File: config.mk
export PLATFORM = sky130hd
export DESIGN_NAME = cdb_arbiter
export DESIGN_NICKNAME = d
export VERILOG_FILES = /design/src/rtl/cdb_arbiter_pkg.sv /design/src/rtl/cdb_rr_picker.sv /design/src/rtl/cdb_arbiter.sv
export SDC_FILE = /design/constraint.sdc
export NUM_CORES = 1
export LEC_CHECK = 0
export CORE_ASPECT_RATIO = 1.4
export CORE_MARGIN = 2
export CORE_UTILIZATION = 53
export DETAILED_ROUTE_END_ITERATION = 6
export PLACE_DENSITY_LB_ADDON = 0.1
export SLEW_MARGIN = 40
export SYNTH_ARGS = -nofsm -noshare
export SYNTH_HDL_FRONTEND = slang
export SYNTH_SLANG_ARGS = --single-unit
File: constraint.sdc
create_clock -name clock -period 9.85 [get_ports clock]
set_clock_uncertainty 0.05 [all_clocks]
set_input_delay 1.97 -clock clock [delete_from_list [all_inputs] [get_ports clock]]
set_output_delay 1.97 -clock clock [all_outputs]
set_load 0.005 [all_outputs]
File: src/rtl/cdb_arbiter_pkg.sv
// Shared completion-bus definitions: machine constants and the CDB result
// payload used by the arbiter, ROB, RS and PRF write ports.
package cdb_arbiter_pkg;

  localparam int unsigned XLEN      = 32;
  localparam int unsigned ROB       = 32;
  localparam int unsigned PRF       = 64;
  localparam int unsigned CDB_WAYS  = 2;
  localparam int unsigned ROB_IDX_W = $clog2(ROB);
  localparam int unsigned PRN_IDX_W = $clog2(PRF);

  // One completed result as broadcast on a CDB slot.
  typedef struct packed {
    logic [ROB_IDX_W-1:0] rob_idx;
    logic [PRN_IDX_W-1:0] prn;
    logic [XLEN-1:0]      value;
    logic                 direction;
    logic [XLEN-1:0]      target;
  } cdb_packet;

endpackage

File: src/rtl/cdb_rr_picker.sv
// Combinational circular multi-grant selector.
// Scans req starting at rr_ptr (wrapping) and grants the first WAYS set bits.
//   req      : request vector (held holding registers)
//   rr_ptr   : scan start index
//   grant    : granted requesters
//   sel      : per-slot one-hot select; scan order k maps to slot k
//   last_idx : index of the last granted requester (rr_ptr when none)
module cdb_rr_picker #(
  parameter int unsigned NUM_FU = 6,
  parameter int unsigned WAYS   = 2
) (
  input  logic [NUM_FU-1:0]            req,
  input  logic [$clog2(NUM_FU)-1:0]    rr_ptr,
  output logic [NUM_FU-1:0]            grant,
  output logic [WAYS-1:0][NUM_FU-1:0]  sel,
  output logic [$clog2(NUM_FU)-1:0]    last_idx
);

  localparam int unsigned PTR_W  = $clog2(NUM_FU);
  localparam int unsigned SLOT_W = (WAYS > 1) ? $clog2(WAYS) : 1;

  // Walk every position once from rr_ptr, filling slots in scan order.
  always_comb begin
    int unsigned idx;
    int unsigned cnt;
    grant    = '0;
    sel      = '0;
    last_idx = rr_ptr;
    cnt      = 0;
    idx      = 0;
    for (int unsigned k = 0; k < NUM_FU; k++) begin
      idx = 32'(rr_ptr) + k;
      if (idx >= NUM_FU) idx = idx - NUM_FU;
      if (req[PTR_W'(idx)] && (cnt < WAYS)) begin
        grant[PTR_W'(idx)]                   = 1'b1;
        sel[SLOT_W'(cnt)][PTR_W'(idx)]       = 1'b1;
        last_idx                             = PTR_W'(idx);
        cnt                                  = cnt + 1;
      end
    end
  end

endmodule

File: src/rtl/cdb_arbiter.sv
// Completion arbiter between functional units and the common data bus.
// Each FU hands one result into a private holding register; a round-robin
// picker grants up to WAYS held results per cycle onto registered CDB slots.
//   clock, reset (async active-low), proc_nuke (sync flush)
//   fu_valid/fu_packet/fu_ready : per-FU valid/ready result handshake
//   CDB_valid/CDB_packet        : registered CDB slots
//   num_held                    : registered count of occupied holding regs
module cdb_arbiter
  import cdb_arbiter_pkg::*;
#(
  parameter int unsigned NUM_FU = 6,
  parameter int unsigned WAYS   = CDB_WAYS,
  parameter int unsigned ROB_W  = ROB_IDX_W,
  parameter int unsigned PRN_W  = PRN_IDX_W
) (
  input  logic                       clock,
  input  logic                       reset,
  input  logic                       proc_nuke,
  input  logic      [NUM_FU-1:0]     fu_valid,
  input  cdb_packet [NUM_FU-1:0]     fu_packet,
  output logic      [NUM_FU-1:0]     fu_ready,
  output logic      [WAYS-1:0]       CDB_valid,
  output cdb_packet [WAYS-1:0]       CDB_packet,
  output logic      [$clog2(NUM_FU):0] num_held
);

  localparam int unsigned PTR_W = $clog2(NUM_FU);
  localparam int unsigned CNT_W = $clog2(NUM_FU) + 1;

  // The payload layout lives in the package; the index widths must agree.
  if ((WAYS == 0) || (WAYS > NUM_FU)) begin : g_bad_ways
    $error("cdb_arbiter: WAYS must be in 1..NUM_FU");
  end
  if ((ROB_W != ROB_IDX_W) || (PRN_W != PRN_IDX_W)) begin : g_bad_width
    $error("cdb_arbiter: ROB_W/PRN_W disagree with cdb_packet");
  end

  logic      [NUM_FU-1:0]           held_q, held_d, grant, xfer;
  cdb_packet [NUM_FU-1:0]           hold_pkt_q;
  logic      [PTR_W-1:0]            rr_ptr_q, rr_ptr_d, last_idx;
  logic      [WAYS-1:0][NUM_FU-1:0] sel;
  logic      [WAYS-1:0]             cdb_valid_d;
  cdb_packet [WAYS-1:0]             cdb_packet_d;
  logic      [CNT_W-1:0]            num_held_d;

  cdb_rr_picker #(
    .NUM_FU (NUM_FU),
    .WAYS   (WAYS)
  ) u_picker (
    .req      (held_q),
    .rr_ptr   (rr_ptr_q),
    .grant    (grant),
    .sel      (sel),
    .last_idx (last_idx)
  );

  // A granted register drains this cycle, so it can refill at the same edge.
  assign fu_ready = {NUM_FU{!proc_nuke}} & (~held_q | grant);
  assign xfer     = fu_valid & fu_ready;

  // Next holding state, pointer, CDB slot contents and occupancy count.
  always_comb begin
    held_d       = (held_q & ~grant) | xfer;
    rr_ptr_d     = rr_ptr_q;
    cdb_valid_d  = '0;
    cdb_packet_d = '0;
    num_held_d   = '0;
    if (|grant) begin
      rr_ptr_d = (last_idx == PTR_W'(NUM_FU - 1)) ? '0 : last_idx + PTR_W'(1);
    end
    for (int unsigned k = 0; k < WAYS; k++) begin
      cdb_valid_d[k] = |sel[k];
      for (int unsigned i = 0; i < NUM_FU; i++) begin
        if (sel[k][i]) cdb_packet_d[k] = hold_pkt_q[i];
      end
    end
    if (proc_nuke) begin
      held_d       = '0;
      rr_ptr_d     = '0;
      cdb_valid_d  = '0;
      cdb_packet_d = '0;
    end
    for (int unsigned i = 0; i < NUM_FU; i++) begin
      num_held_d = num_held_d + CNT_W'(held_d[i]);
    end
  end

  // State and output registers.
  always_ff @(posedge clock or negedge reset) begin
    if (!reset) begin
      held_q     <= '0;
      hold_pkt_q <= '0;
      rr_ptr_q   <= '0;
      CDB_valid  <= '0;
      CDB_packet <= '0;
      num_held   <= '0;
    end else begin
      held_q     <= held_d;
      rr_ptr_q   <= rr_ptr_d;
      CDB_valid  <= cdb_valid_d;
      CDB_packet <= cdb_packet_d;
      num_held   <= num_held_d;
      for (int unsigned i = 0; i < NUM_FU; i++) begin
        if (xfer[i]) hold_pkt_q[i] <= fu_packet[i];
      end
    end
  end

endmodule

### Word-level counts from Yosys, hierarchy flattened

Index checks and enable logic that the tools add are counted.
W data, S select, Z words.

| word-level totals | value |
|---|---|
| input bits | 465 |
| logic and storage cells | 217 |
| bits in writable memories | 0 |
| bits in registers | 623 |
| ROM bits | 0 |
| output and inout port bits | 164 |
| bits in latches | 0 |
| memories | 0 |

| cells by class | value |
|---|---|
| shifts and indexed selects | 0 |
| magnitude comparators | 33 |
| divide/modulo/power cells | 0 |
| eq/ne operators | 1 |
| $add $sub $neg | 21 |
| bitwise gates (word level) | 17 |
| multiply operators | 0 |
| reductions and logical operators | 21 |
| multiplexer cells | 80 |

Operator list:

| cell | number |
|---|---|
| $mux W76 | 12 |
| $mux W152 | 1 |
| $lt A32 B2 Y1 const B | 4 |
| $mux W32 | 4 |
| $add A32 B1 Y32 const B | 3 |
| $mux W6 | 12 |
| $mux W12 | 5 |
| $or A12 B12 Y12 | 4 |
| $mux W3 | 15 |
| $or A6 B6 Y6 | 7 |
| $demux W6 S1 | 5 |
| $lt A3 B4 Y1 const B | 6 |
| $ge A4 B3 Y1 const B | 5 |
| $and A6 B6 Y6 | 3 |
| $bmux W1 S3 | 6 |
| $demux W1 S3 | 6 |
| $ge A3 B1 Y1 const B | 6 |
| $reduce_or A6 Y1 | 3 |
| $sub A3 B3 Y3 const B | 6 |
| $logic_and A1 B1 Y1 | 16 |
| $mux W1 | 13 |
| $lt A1 B2 Y1 const B | 6 |
| $not A6 Y6 | 2 |
| $or A6 B12 Y12 | 1 |
| other kinds (15) | 22 |

### Depth between registers and ports, before layout

| depth | value |
|---|---|
| depth in word-level cells | 30 |
| depth in mapped cells | 37 |
| gate-level depth less buffers | 31 |

### By module

A second synthesis with hierarchy kept.

| second synthesis, totals | value |
|---|---|
| cell total of the unflattened synthesis | 2,681 |
| area, all modules | 30,859.6 sq um |

Modules (own cells, without submodules):

| module | cells each | sequential area each (sq um) | area each (sq um) | times used |
|---|---|---|---|---|
| cdb_arbiter | 2,357 | 15,564.9 | 28,791.4 | 1 |
| cdb_rr_picker | 324 | 0.0 | 2,068.2 | 1 |

### Worst setup path before layout

Ideal clock, no wire load.

| timing path | value |
|---|---|
| path kind | register to output |
| start point | register rr_ptr_q[0] |
| end point | output fu_ready[3] |
| setup slack | 1.457 ns |
| cell stages (with the launch flop) | 30 |
| data required time | 7.830 ns |
| arrival | 6.373 ns |
| buffers on the path | 8 |
| cells stage by stage | dfrtp_1 -> buf_6 -> buf_6 -> clkbuf_1 -> inv_2 -> clkbuf_1 -> ha_1 -> clkbuf_1 -> mux2i_1 -> nor2_1 -> nor3_2 -> inv_2 -> ha_1 -> clkbuf_1 -> a2111oi_4 -> or4_4 -> nor2_1 -> buf_4 -> buf_4 -> o21ai_0 -> ha_1 -> o21ai_0 -> nor2_1 -> o22a_1 -> a211o_1 -> nor4b_1 -> o211ai_2 -> nand3b_1 -> mux2i_1 -> a21oi_1 |

| between the ends | value |
|---|---|
| longest elaborated chain between the ends | 22 |
| elaborated cells between the ends (all ways) | 97 |
| classes of those cells | 15 x add/sub; 23 x order compare; 41 x mux; 7 x bitwise; 11 x reduce/logical |

Ends and longest elaborated chain:

| element | line | source |
|---|---|---|
| start, declared | cdb_arbiter.sv:40 | `logic [PTR_W-1:0] rr_ptr_q, rr_ptr_d, last_idx;` |
| start signal, assigned | cdb_arbiter.sv:99 | `rr_ptr_q <= rr_ptr_d;` |
| $sub A3 B3 Y3 or $ge A3 B3 Y1 (tied branches) | cdb_rr_picker.sv:33 | `if (idx >= NUM_FU) idx = idx - NUM_FU;` |
| $mux W3 | cdb_rr_picker.sv:33 |  |
| $bmux W1 S3 | cdb_rr_picker.sv:34 | `if (req[PTR_W'(idx)] && (cnt < WAYS)) begin` |
| $mux W1 (implied by the code) | cdb_rr_picker.sv:34 |  |
| $mux W1 | cdb_rr_picker.sv:34 |  |
| $lt A1 B2 Y1 | cdb_rr_picker.sv:34 |  |
| $logic_and A1 B1 Y1 | cdb_rr_picker.sv:34 |  |
| $mux W32 | cdb_rr_picker.sv:34 |  |
| [6 not listed] | - |  |
| $lt A32 B2 Y1 | cdb_rr_picker.sv:34 |  |
| $logic_and A1 B1 Y1 | cdb_rr_picker.sv:34 |  |
| $mux W32 | cdb_rr_picker.sv:34 |  |
| $lt A32 B2 Y1 | cdb_rr_picker.sv:34 |  |
| $logic_and A1 B1 Y1 | cdb_rr_picker.sv:34 |  |
| $mux W6 * | cdb_rr_picker.sv:34 |  |
| $or A6 B6 Y6 * | cdb_arbiter.sv:58 | `assign fu_ready = {NUM_FU{!proc_nuke}} & (~held_q \| grant);` |
| $and A6 B6 Y6 * | cdb_arbiter.sv:58 |  |
| end, declared | cdb_arbiter.sv:21 | `output logic [NUM_FU-1:0] fu_ready,` |

Every way passes the cells marked *; elsewhere a longest branch is shown, timed or not. The select of a mux whose other input is x is not followed.

### Final worst setup path

| timing path | value |
|---|---|
| start point | register rr_ptr_q[1] |
| end point | output fu_ready[2] |

The elaborated chain is that of the path after synthesis.

==> results.sh <==
export IMPL_preCtsSetupSlack_ns=0.240
export IMPL_die_x_um=213
export IMPL_setup_ws_ns=0.523
export IMPL_synth_edf_count=0
export IMPL_cp_start_kind="flip-flop"
export IMPL_p_total_w=0.0176
export IMPL_cts_made_buffers=61
export IMPL_synthSimpleGateAreaFrac=0.0413
export IMPL_dp_hpwl_um=81300
export IMPL_rsz0062_at_grt="no"
export IMPL_grtUsageMet1=0.468
export IMPL_hold_class="flip-flop to flip-flop"
export IMPL_muxShareOfSynthArea=0.224
export IMPL_io_pins=629
export IMPL_slew_headroom=0.390
export IMPL_worstSetupStartpoint="rr_ptr_q[1]"
export IMPL_status="finished clean"
export IMPL_fp_dieH_um=296
export IMPL_firstDrtPassIters=6
export IMPL_antenna_found_initial=42
export IMPL_synth_xor_area_frac=0.00314
export IMPL_r2r_start="rr_ptr_q[1]"
export IMPL_drive_gt1_frac=0.222
export IMPL_yosysMostFrequentCell="dfrtp_1"
export IMPL_min_path_cells=2
export IMPL_synth_distinct_cells=84
export IMPL_wire_per_inst_um=29.8
export IMPL_fp_dieArea_sq_mm=0.0630
export IMPL_grtUsageTotal=0.394
export IMPL_top_usage_layer="met2"
export IMPL_fin_crit_ns=9.33
export IMPL_syn_to_final_growth_pct=28.5
export IMPL_synth_nets=3268
export IMPL_dr_first_iter_drc_count=2315
export IMPL_synthCells=2785
export IMPL_io_buffers=627
export IMPL_ys_ff_latch=622
export IMPL_max_freq_mhz=107
export IMPL_synth_area_top_cells="dfrtp_1 (48%), mux2_2 (14%), mux2_4 (3.7%)"
export IMPL_cp_max_fo=9
export IMPL_viasPerCell=6.45
export IMPL_synth_top_family_by_area="multiplexers"
export IMPL_synth_common_cells="dfrtp_1 (622), mux2_2 (392), nand2_1 (181)"
export IMPL_fp_row_count=107
export IMPL_met3_usage=0.0977
export IMPL_r2r_cells=28
export IMPL_ant_nets=0
export IMPL_clockRootBuffer="clkbuf_16"
export IMPL_synth_top_area_cell="dfrtp_1"
export IMPL_min_period_over_period=0.947
export IMPL_r2r_end="CDB_packet[83]"
export IMPL_syn_area_sq_mm=0.0323
export IMPL_synth_fa_ha_area_frac=0.00767
export IMPL_p_leak_nw=17.3
export IMPL_grt_ovfl_total=0
export IMPL_ctsHtreeMaxLevel=2
export IMPL_grt_pass1_vias=28100
export IMPL_clkTransAtPathRegs_ns=0.06
export IMPL_worst_pin_slew_ns=0.889
export IMPL_utilization=0.685
export IMPL_gp_congestion=0.921
export IMPL_power_density_mw_per_mm2=425
export IMPL_arrival_ns=7.31
export IMPL_clock_latency_ns=0.64
export IMPL_netlist_area_leader_share=0.482
export IMPL_core_sq_mm=0.0606
export IMPL_min_to="CDB_packet[110]"
export IMPL_drcViolationCount=0
export IMPL_async_flop_share=1.00
export IMPL_wl_um=126000
export IMPL_ys_seq_area_frac=0.482
export IMPL_fin_nets=3789
export IMPL_final_max_slew_viol_count=0
export IMPL_regToRegSetupSlack_ns=1.82
export IMPL_critical_path_class="flip-flop to primary output"
export IMPL_cts_tree="yes"
export IMPL_min_delay_start="hold_pkt_q[414]"
export IMPL_cp_end_kind="primary output"
export IMPL_grt_max_degree=149
export IMPL_yosysWarnings=0
export IMPL_ys_flop_type="dfrtp_1"
export IMPL_vdd_drop_max_v=0.000424
export IMPL_clockBufferDepth=3
export IMPL_grt_pass1_wl_um=182000
export IMPL_vias=27100
export IMPL_avgSynthCellArea_sq_um=11.6
export IMPL_synth_compound_area_frac=0.185
export IMPL_grtUsageMet2=0.636
export IMPL_fin_tns_setup_ns=0
export IMPL_cts_sinks=622
export IMPL_cp_data_required_time_ns=7.83
export IMPL_cap_violations=0
export IMPL_start_util=0.533
export IMPL_finalHoldViolations=0
export IMPL_setup_viol=0
## worst max path at each step
stage	to	slack, ns	depth (start not counted)
floorplan	fu_ready[3]	1.46	29
global placement	fu_ready[2]	0.39	25
detailed placement	fu_ready[2]	0.24	25
CTS	fu_ready[2]	0.006	26
global route	fu_ready[2]	0.04	25
finish	fu_ready[2]	0.52	25
## stage by stage
stage          cell area (sq um)  std cells  hold slack (ns)
6_report                   41500       4206            0.455
3_5_place_dp               39300       4054            0.447
2_1_floorplan              32300       2785            0.421
5_1_grt                    41500       4196            0.477
3_3_place_gp               39100       4049            0.437
4_1_cts                    41300       4165            0.459
## cells by family after synthesis
family                     Yosys count
xor gates and xnor gates             9
and+or+nand+nor                    291
AOI/OAI and AO/OA                  817
DFF                                622
buffers and inverters              401
other                                1
adders and majority gates           18
muxes                              626
## power breakdown
group          switching (W)  internal (W)  total (W)
Clock                0.00105       0.00133    0.00238
Sequential          0.000845       0.00368    0.00452
Combinational        0.00630       0.00445     0.0107
## cell usage in the layout, fill, tap and decap left out, drive strengths merged, types with 7 or more instances in the layout
cell,n
xnor2,7
o21ai,169
a31oi,8
ha,15
o221ai,150
nand3,9
clkdlybuf4s50,626
mux2i,93
clkbuf,84
a21oi,115
inv,172
mux2,533
o211ai,161
nand2,181
o21a,78
o31ai,7
nor2,29
clkinv,19
nor3,15
diode,35
a21boi,79
buf,63
and2,11
dfrtp,622
## worst max-delay path, stage by stage (launching register included)
cell and delay (ns):
dfrtp_2 0.48, inv_1 0.24, ha_1 0.29, mux2_2 0.33, mux2i_1 0.16, a21oi_2 0.30, inv_2 0.16, ha_1 0.35
inv_1 0.15, a2111oi_4 0.09, or4_4 0.54, nor2_2 0.24, buf_4 0.19, nand2_1 0.05, o21ai_0 0.13, ha_1 0.30
o21ai_0 0.28, nor2_1 0.07, o22a_1 0.17, a211o_1 0.37, nor4b_4 0.34, o211ai_2 0.21, nand3b_1 0.26, mux2i_1 0.16
a21oi_2 0.25, clkdlybuf4s50_1 0.56
## flip-flops by register name, indices dropped and copies added, names as in the netlist
| signal | flops |
|---|---|
| hold_pkt_q | 456 |
| CDB_valid | 2 |
| num_held | 3 |
| rr_ptr_q | 3 |
| held_q | 6 |
| CDB_packet | 152 |
## per-layer routing
layer / up-vias / routed length [um] / part of all wire
met3: 509 / 12100 / 0.096
met4: 22 / 8410 / 0.067
met1: 13500 / 45400 / 0.36
met5: - / 142 / 0.0011
li1: 11300 / - / -
met2: 1770 / 59500 / 0.47
## what timing repair did
item / CTS / global route
hold endpoints to repair: 0 / 0
buffers inserted: 0 / 3
endpoints found under the setup margin: 4 / 6
pin swaps: 0 / 2
hold buffers: 0 / 0
resized for setup: 5 / 8
## layout make-up
cell class,instances,area [sq um]
Antenna cell,35,87.6
Tap cell,817,1020
Clock inverter,27,244
Sequential cell,622,15600
Multi-Input combinational cell,1762,15200
Fill cell,4522,19100
Timing Repair Buffer,689,7050
Clock buffer,84,1760
Inverter,170,638
(Power assumes the default switching activity.)
